### src/rtl/vga_pkg.sv
// Shared VGA timing definitions.
// Holds the default 640x480@60 timing constants, the derived frame
// totals, the coordinate width and the registered video output bundle.
package vga_pkg;

   localparam int unsigned COORD_W = 10;

   localparam int unsigned DEF_H_ACTIVE = 640;
   localparam int unsigned DEF_H_FP     = 16;
   localparam int unsigned DEF_H_SYNC   = 96;
   localparam int unsigned DEF_H_BP     = 48;
   localparam int unsigned DEF_V_ACTIVE = 480;
   localparam int unsigned DEF_V_FP     = 10;
   localparam int unsigned DEF_V_SYNC   = 2;
   localparam int unsigned DEF_V_BP     = 33;

   localparam int unsigned H_TOTAL = DEF_H_ACTIVE + DEF_H_FP + DEF_H_SYNC + DEF_H_BP;
   localparam int unsigned V_TOTAL = DEF_V_ACTIVE + DEF_V_FP + DEF_V_SYNC + DEF_V_BP;

   // Registered per-pixel video outputs, updated together.
   typedef struct packed {
      logic               hsync;
      logic               vsync;
      logic               de;
      logic [COORD_W-1:0] x;
      logic [COORD_W-1:0] y;
   } vid_t;

   // Blanked, sync-inactive state used at reset.
   localparam vid_t VID_IDLE = '{hsync: 1'b1, vsync: 1'b1, de: 1'b0, x: '0, y: '0};

   // Bits needed for a counter running 0..total-1.
   function automatic int unsigned cnt_width(input int unsigned total);
      return (total > 1) ? $clog2(total) : 1;
   endfunction

endpackage

### src/rtl/vga_timing_pix_en_gen.sv
// Pixel strobe divider.
// Ports: clk_i system clock, rst_i async active-high reset,
//        en_o one-clock strobe every CLK_DIV clocks (constant high when
//        CLK_DIV=1, low during reset).
module pix_en_gen #(
   parameter int unsigned CLK_DIV = 2
) (
   input  logic clk_i,
   input  logic rst_i,
   output logic en_o
);

   localparam int unsigned DW = (CLK_DIV > 1) ? $clog2(CLK_DIV) : 1;
   localparam logic [DW-1:0] LAST = DW'(CLK_DIV - 1);

   logic [DW-1:0] div_q, div_d;
   logic          en_q,  en_d;

   // Strobe is registered from the next divider value so it is high for
   // exactly the clock during which the divider sits at LAST.
   always_comb begin
      div_d = (div_q == LAST) ? '0 : div_q + DW'(1);
      en_d  = (div_d == LAST);
   end

   always_ff @(posedge clk_i or posedge rst_i) begin
      if (rst_i) begin
         div_q <= '0;
         en_q  <= 1'b0;
      end else begin
         div_q <= div_d;
         en_q  <= en_d;
      end
   end

   assign en_o = en_q;

endmodule

### src/rtl/vga_timing.sv
// VGA raster timing generator.
// Ports: clk_i system clock, rst_i async active-high reset;
//        pix_en_o pixel strobe, hsync_o/vsync_o active-low syncs,
//        de_o display enable, x_o/y_o active-area coordinates (else 0),
//        line_start_o/frame_start_o one-clock pulses at h=0 / h=0,v=0.
// All video outputs are registered on the pix_en clock, so they follow
// the counter state by one clock and hold for CLK_DIV clocks.
module vga_timing
   import vga_pkg::*;
#(
   parameter int unsigned CLK_DIV  = 2,
   parameter int unsigned H_ACTIVE = DEF_H_ACTIVE,
   parameter int unsigned H_FP     = DEF_H_FP,
   parameter int unsigned H_SYNC   = DEF_H_SYNC,
   parameter int unsigned H_BP     = DEF_H_BP,
   parameter int unsigned V_ACTIVE = DEF_V_ACTIVE,
   parameter int unsigned V_FP     = DEF_V_FP,
   parameter int unsigned V_SYNC   = DEF_V_SYNC,
   parameter int unsigned V_BP     = DEF_V_BP
) (
   input  logic               clk_i,
   input  logic               rst_i,
   output logic               pix_en_o,
   output logic               hsync_o,
   output logic               vsync_o,
   output logic               de_o,
   output logic [COORD_W-1:0] x_o,
   output logic [COORD_W-1:0] y_o,
   output logic               line_start_o,
   output logic               frame_start_o
);

   localparam int unsigned H_TOT  = H_ACTIVE + H_FP + H_SYNC + H_BP;
   localparam int unsigned V_TOT  = V_ACTIVE + V_FP + V_SYNC + V_BP;
   localparam int unsigned HW     = cnt_width(H_TOT);
   localparam int unsigned VW     = cnt_width(V_TOT);
   localparam int unsigned HS_BEG = H_ACTIVE + H_FP;
   localparam int unsigned HS_END = H_ACTIVE + H_FP + H_SYNC;
   localparam int unsigned VS_BEG = V_ACTIVE + V_FP;
   localparam int unsigned VS_END = V_ACTIVE + V_FP + V_SYNC;
   localparam logic [HW-1:0] H_LAST = HW'(H_TOT - 1);
   localparam logic [VW-1:0] V_LAST = VW'(V_TOT - 1);

   logic          pix_en;
   logic [HW-1:0] h_cnt_q, h_cnt_d;
   logic [VW-1:0] v_cnt_q, v_cnt_d;
   vid_t          vid_q, vid_d;
   logic          line_start_q, line_start_d;
   logic          frame_start_q, frame_start_d;
   logic          h_in_sync, v_in_sync, in_active;

   pix_en_gen #(.CLK_DIV(CLK_DIV)) u_pix_en_gen (
      .clk_i (clk_i),
      .rst_i (rst_i),
      .en_o  (pix_en)
   );

   // Compared at 32 bits: sync end may equal the total and not fit the
   // counter width when the back porch is zero.
   always_comb begin
      h_in_sync = (32'(h_cnt_q) >= HS_BEG) && (32'(h_cnt_q) < HS_END);
      v_in_sync = (32'(v_cnt_q) >= VS_BEG) && (32'(v_cnt_q) < VS_END);
      in_active = (32'(h_cnt_q) < H_ACTIVE) && (32'(v_cnt_q) < V_ACTIVE);
   end

   always_comb begin
      h_cnt_d       = h_cnt_q;
      v_cnt_d       = v_cnt_q;
      vid_d         = vid_q;
      line_start_d  = 1'b0;
      frame_start_d = 1'b0;
      if (pix_en) begin
         vid_d.hsync   = ~h_in_sync;
         vid_d.vsync   = ~v_in_sync;
         vid_d.de      = in_active;
         vid_d.x       = in_active ? COORD_W'(h_cnt_q) : '0;
         vid_d.y       = in_active ? COORD_W'(v_cnt_q) : '0;
         line_start_d  = (h_cnt_q == '0);
         frame_start_d = (h_cnt_q == '0) && (v_cnt_q == '0);
         if (h_cnt_q == H_LAST) begin
            h_cnt_d = '0;
            v_cnt_d = (v_cnt_q == V_LAST) ? '0 : v_cnt_q + VW'(1);
         end else begin
            h_cnt_d = h_cnt_q + HW'(1);
         end
      end
   end

   always_ff @(posedge clk_i or posedge rst_i) begin
      if (rst_i) begin
         h_cnt_q       <= '0;
         v_cnt_q       <= '0;
         vid_q         <= VID_IDLE;
         line_start_q  <= 1'b0;
         frame_start_q <= 1'b0;
      end else begin
         h_cnt_q       <= h_cnt_d;
         v_cnt_q       <= v_cnt_d;
         vid_q         <= vid_d;
         line_start_q  <= line_start_d;
         frame_start_q <= frame_start_d;
      end
   end

   assign pix_en_o      = pix_en;
   assign hsync_o       = vid_q.hsync;
   assign vsync_o       = vid_q.vsync;
   assign de_o          = vid_q.de;
   assign x_o           = vid_q.x;
   assign y_o           = vid_q.y;
   assign line_start_o  = line_start_q;
   assign frame_start_o = frame_start_q;

endmodule

### config.mk
export PLATFORM = sky130hd
export DESIGN_NAME = vga_timing
export DESIGN_NICKNAME = d
export VERILOG_FILES = /design/src/rtl/vga_pkg.sv /design/src/rtl/vga_timing_pix_en_gen.sv /design/src/rtl/vga_timing.sv
export SDC_FILE = /design/constraint.sdc
export NUM_CORES = 1
export LEC_CHECK = 0
export CAP_MARGIN = 5
export CORE_ASPECT_RATIO = 0.7
export CORE_MARGIN = 4
export CORE_UTILIZATION = 57
export DETAILED_ROUTE_END_ITERATION = 6
export PLACE_DENSITY = 0.86
export SLEW_MARGIN = 20
export SYNTH_ARGS = -nofsm -noshare
export SYNTH_HDL_FRONTEND = slang
export SYNTH_SLANG_ARGS = --single-unit
export TNS_END_PERCENT = 30
### constraint.sdc
create_clock -name clk_i -period 4.4 [get_ports clk_i]
set_clock_uncertainty 0.1 [all_clocks]
set_input_delay 1.32 -clock clk_i [delete_from_list [all_inputs] [get_ports clk_i]]
set_output_delay 1.32 -clock clk_i [all_outputs]
set_load 0.02 [all_outputs]
==> results.sh, run 1 <==
export IMPL_post_route_period_util_pct=68.9
export IMPL_yosysWarnings=0
export IMPL_clock_latency_ns=0.29
export IMPL_hold_start="de_o"
export IMPL_crit_family="buffers and inverters"
export IMPL_final_common_cell="dfrtp_1"
export IMPL_dr_pass1_iters=4
export IMPL_fin_crit_ns=3.03
export IMPL_yosysSeqAreaShare_pct=57.4
export IMPL_crit_chain="clkdlybuf4s50_1"
export IMPL_die_h_um=57.7
export IMPL_r2r_start="u_pix_en_gen.div_q"
export IMPL_antenna_found_initial=0
export IMPL_cts_reportedPaths_clkPinSlew_ns=0.09
export IMPL_initial_core_util_pct=61.7
export IMPL_syn_area_mm2=0.00201
export IMPL_cts_buffers=5
export IMPL_avgSynthCellArea_um2=11.2
export IMPL_finalMaxSlewViolations=0
export IMPL_p_total_uw=682
export IMPL_dr_total_vias=1504
export IMPL_ant_nets=0
export IMPL_cts_tree="yes"
export IMPL_io_buffers=27
export IMPL_cts_resized_gates=0
export IMPL_layout_nets=210
export IMPL_drt_iter0_markers=108
export IMPL_wirelength_um=4100
export IMPL_htree_levels=2
export IMPL_min_path_type="reg2reg"
export IMPL_grtUsageTotal_pct=19.7
export IMPL_use_met3_pct=4.81
export IMPL_grt_busiest_layer="met2"
export IMPL_pin_count=28
export IMPL_p_leak_uw=0.00105
export IMPL_cp_slowest_cell="clkdlybuf4s50_1"
export IMPL_dp_hpwl_um=2960
export IMPL_drc=0
export IMPL_cp_end_kind="output port"
export IMPL_power_density_mw_per_mm2=284
export IMPL_die_w_um=79.0
export IMPL_tightest_slew_ns=0.697
export IMPL_worst_ir_drop_vdd_v=0.000192
export IMPL_use_met1_pct=29.1
export IMPL_critical_path_class="reg2out"
export IMPL_n_fill_cell=234
export IMPL_startpoint_type="flip-flop"
export IMPL_critical_path_arrival_ns=1.61
export IMPL_antennaDiodeCount=0
export IMPL_syn_nets=187
export IMPL_drive_gt1_share_pct=6.37
export IMPL_grtUsageMet2_pct=29.4
export IMPL_grt_overflow_total=0
export IMPL_clk_path_buf_depth=2
export IMPL_synth_cell_types=34
export IMPL_hold_viol=0
export IMPL_cts_setup_buffers=0
export IMPL_coreArea_mm2=0.00325
export IMPL_grt_pass1_vias=1437
export IMPL_post_place_ws_ns=1.71
export IMPL_grt_pass1_wl_um=7000
export IMPL_dieArea_mm2=0.00455
export IMPL_cts_root_buf="clkbuf_8"
export IMPL_rows=17
export IMPL_crit_start="u_pix_en_gen.div_q"
export IMPL_drv_cap=0
export IMPL_layout_common_cells="dfrtp_1 (44), clkdlybuf4s50_1 (27), a22o_1 (18), nand3_1 (10), o21ai_0 (9)"
export IMPL_ctsHoldBuffers=0
export IMPL_wl_per_cell_um=16.3
export IMPL_cp_required_ns=2.98
export IMPL_critPathBufInv=1
export IMPL_max_freq_mhz=330
export IMPL_area_growth_pct=19.4
export IMPL_rsz0062_at_grt="no"
export IMPL_syn_inst=180
export IMPL_slew_headroom_pct=53.5
export IMPL_finalSetupViolCount=0
export IMPL_path_max_fanout=16
export IMPL_vias_per_cell=5.99
export IMPL_final_setup_tns_ns=0
export IMPL_max_stage_delay_ns=0.70
export IMPL_hold_ws_ns=0.396
export IMPL_grt_start_max_net_pins=35
export IMPL_setup_ws_ns=1.37
export IMPL_clkSinkCount=46
export IMPL_ys_ff_latch=46
export IMPL_status="completed"
export IMPL_place_congestion=0.911
==> worst paths after layout <==
path,end,slack [ns],depth (start not counted)
max reg2reg,v_cnt_q[3],2.09,4
max in group asynchronous,hsync_o,2.27,3
max,pix_en_o,1.37,1
min in group asynchronous,x_o[9],1.17,2
min,de_o,0.40,1
min reg2reg,de_o,0.40,1
==> sequential cells by signal (all words and copies together) (netlist names) <==
register and flops:
y_o 10, h_cnt_q 10, x_o 10, de_o 1, hsync_o 1, v_cnt_q 10, line_start_o 1, vsync_o 1
frame_start_o 1, u_pix_en_gen.div_q 1
==> stage by stage <==
step	area, µm²	instances	util [%]
2_1_floorplan	2010	180	-
3_3_place_gp	2300	243	70.7
3_5_place_dp	2300	243	70.7
4_1_cts	2390	251	73.4
5_1_grt	2400	251	73.7
6_report	2400	251	73.7
==> synthesized netlist by cell type <==
cell	count	area, µm²
or4_1	1	7.51
dfrtp_1	44	1100
nor2_1	7	26.3
nor3b_1	2	15.0
nand2_1	8	30.0
a22o_1	18	158
nand4_1	6	37.5
a31oi_1	1	6.26
nor3_2	1	10.0
xnor2_1	6	52.6
or3_1	2	12.5
nand3_1	10	50.1
and4_1	3	26.3
o22ai_1	1	6.26
dfstp_2	2	52.6
nor4_1	5	31.3
and2_1	2	12.5
a21oi_1	4	20.0
xor2_1	4	35.0
o21ai_0	9	45.0
o21bai_1	1	7.51
nor2b_1	2	12.5
inv_1	7	26.3
nor3_1	4	20.0
o21ai_1	1	5.00
a2bb2oi_1	1	8.76
ha_1	5	62.6
a21o_1	2	15.0
and3_1	5	31.3
clkbuf_1	6	22.5
buf_2	6	30.0
nand4b_1	2	17.5
nor4b_1	1	8.76
nand2b_1	1	6.26
==> power breakdown <==
group	internal, µW	switching [µW]
Sequential	422	0
Clock	112	138
Combinational	1.42	7.79
==> area by class of cell <==
cell class                      instances  area [µm²]  share of cell area [%]
Tap cell                               47        58.8                    2.45
Clock buffer                            5        68.8                    2.87
Clock inverter                          3        21.3                   0.887
Inverter                                7        26.3                    1.10
Sequential cell                        46        1150                    48.1
Timing Repair Buffer                   28         278                    11.6
Multi-Input combinational cell        115         792                    33.0
==> metal layers <==
| layer | vias to the layer above | wire [µm] |
|---|---|---|
| met2 | 52 | 1900 |
| met3 | 5 | 243 |
| met5 | - | 0 |
| met4 | 0 | 41 |
| li1 | 697 | - |
| met1 | 750 | 1910 |
==> cell families (layout without fill, tap and decap cells) <==
family / Yosys count / after routing / synth area share, %
xor gates and xnor gates: 10 / 10 / 4.36
and+or+nand+nor: 62 / 62 / 17.7
buffers and inverters: 19 / 43 / 3.92
AOI/OAI and AO/OA: 38 / 38 / 13.5
DFF: 46 / 46 / 57.4
adders and majority gates: 5 / 5 / 3.11
Power figures use the tool's default switching activity.
==> inputs of run 2 (changes only) <==
Settings changed: CORE_UTILIZATION 57 to 48, PLACE_DENSITY 0.86 to 0.77.
Clock period 4.4 ns to 2.5 ns, I/O delays scaled along.
==> run 2 against run 1 <==
- total power up 92%
- highest routed layer unchanged
- worst hold slack worse by 0.011 ns
- register-to-register slack worse by 1.7 ns
- largest cell class unchanged
- clock-buffer cell count unchanged
- core utilization down 12 points
- cell count up 2.8%
==> results.sh, run 2 (synthesis gave the netlist of run 1 again) <==
export IMPL_crit_family="buffers and inverters"
export IMPL_rsz0062_at_grt="no"
export IMPL_critical_path_class="reg2out"
export IMPL_layout_common_cells="dfrtp_1 (43), clkdlybuf4s50_1 (27), a22o_1 (18), nand3_1 (10), o21ai_0 (9)"
export IMPL_place_congestion=0.857
export IMPL_drc=0
export IMPL_antenna_found_initial=0
export IMPL_pin_count=28
export IMPL_coreArea_mm2=0.00397
export IMPL_min_path_type="reg2reg"
export IMPL_critPathBufInv=1
export IMPL_path_max_fanout=16
export IMPL_cp_slowest_cell="clkdlybuf4s50_1"
export IMPL_grt_overflow_total=0
export IMPL_p_total_uw=1310
export IMPL_grt_start_max_net_pins=47
export IMPL_ctsHoldBuffers=0
export IMPL_grt_pass1_vias=1466
export IMPL_ant_nets=0
export IMPL_finalMaxSlewViolations=0
export IMPL_finalSetupViolCount=0
export IMPL_die_w_um=85.3
export IMPL_drt_iter0_markers=106
export IMPL_max_stage_delay_ns=0.66
export IMPL_cp_end_kind="output port"
export IMPL_antennaDiodeCount=0
export IMPL_grt_pass1_wl_um=7120
export IMPL_io_buffers=27
export IMPL_layout_nets=212
export IMPL_dr_pass1_iters=4
export IMPL_clk_path_buf_depth=2
export IMPL_hold_ws_ns=0.385
export IMPL_power_density_mw_per_mm2=537
export IMPL_dp_hpwl_um=2980
export IMPL_die_h_um=62.1
export IMPL_p_seq_share_pct=56.7
export IMPL_grtUsageTotal_pct=16.7
export IMPL_combPwrFrac_pct=1.4
export IMPL_dr_total_vias=1515
export IMPL_critical_path_arrival_ns=1.47
export IMPL_wl_per_cell_um=16.0
export IMPL_n_fill_cell=308
export IMPL_cp_required_ns=1.65
export IMPL_final_setup_tns_ns=0
export IMPL_status="completed"
export IMPL_area_growth_pct=21.5
export IMPL_rows=19
export IMPL_drive_gt1_share_pct=7.28
export IMPL_drv_cap=0
export IMPL_hold_viol=0
export IMPL_power_switching_uw=262
export IMPL_max_freq_mhz=431
export IMPL_startpoint_type="flip-flop"
export IMPL_final_common_cell="dfrtp_1"
export IMPL_cts_buffers=5
export IMPL_wirelength_um=4140
export IMPL_clkSinkCount=46
export IMPL_fin_crit_ns=2.32
export IMPL_tightest_slew_ns=0.691
export IMPL_p_sw_share_pct=20.0
export IMPL_p_int_uw=1050
export IMPL_clock_latency_ns=0.29
export IMPL_cts_setup_buffers=0
export IMPL_post_route_period_util_pct=92.9
export IMPL_cts_tree="yes"
export IMPL_dieArea_mm2=0.00530
export IMPL_vias_per_cell=5.87
export IMPL_initial_core_util_pct=50.6
export IMPL_cts_root_buf="clkbuf_8"
export IMPL_clkPwrFrac_pct=41.8
export IMPL_p_leak_uw=0.00109
export IMPL_slew_headroom_pct=53.9
export IMPL_crit_chain="clkdlybuf4s50_1"
export IMPL_worst_ir_drop_vdd_v=0.000308
export IMPL_htree_levels=2
export IMPL_cts_reportedPaths_clkPinSlew_ns=0.09
==> run 2: cell types whose count changed in the layout (fill, tap and decap cells not counted), sizes merged <==
cell	change
clkinvlp	-1
buf	+2
clkinv	-2
bufinv	+1
inv	+2
==> run 2: layout make-up <==
type | instances | area (µm²) | share of cell area, %
Inverter | 7 | 26.3 | 1.08
Multi-Input combinational cell | 115 | 777 | 31.8
Timing Repair Buffer | 30 | 305 | 12.5
Tap cell | 52 | 65.1 | 2.67
Sequential cell | 46 | 1150 | 47.3
Clock buffer | 5 | 68.8 | 2.82
Clock inverter | 3 | 43.8 | 1.79
==> run 2: timing repair <==
action,4_1_cts,5_1_grt
endpoints found under the hold margin,0,0
setup endpoints to repair,0,1
resized for setup,0,1
==> run 2: power by group through the flow <==
stage          sequential, µW  clock (µW)  combinational, µW
2_1_floorplan             758           0               10.9
3_3_place_gp              758           0               19.5
3_5_place_dp              758           0               20.2
4_1_cts                   743         564               20.1
5_1_grt                   744         605               23.0
6_report                  743         548               18.8
==> run 2: final timing paths <==
check / from / to / slack [ns] / cells past startpoint
setup / recovery: u_pix_en_gen.div_q / pix_en_o / 0.18 / 1
hold / removal: de_o / de_o / 0.39 / 1
setup reg to reg: h_cnt_q[0] / v_cnt_q[3] / 0.37 / 5
hold reg to reg: de_o / de_o / 0.39 / 1
max in group asynchronous: rst_i / vsync_o / 1.33 / 3
min in group asynchronous: rst_i / x_o[7] / 0.71 / 3
==> run 2: metal layers <==
metal	GRT usage [%]	share of wire [%]	vias to the layer above
li1	-	-	705
met1	22.5	44	750
met2	26.3	48	53
met3	4.23	6.9	7
met4	5.93	1.3	0
met5	0	0	-
==> run 2: metrics by stage <==
stage               util [%]  setup slack [ns]  instances  area [µm²]
floorplan                  -             0.566        180        2010
global placement        58.6             0.398        250        2330
detailed placement      58.6             0.326        250        2330
CTS                     61.5            0.0336        258        2440
global route            61.5             0.107        258        2440
finish                  61.5             0.177        258        2440
==> inputs of run 3 (changes only) <==
Settings changed: CAP_MARGIN 5 to 0.
==> results of run 3 <==
The final DEF is identical to that of run 2; final timing and power are the same.
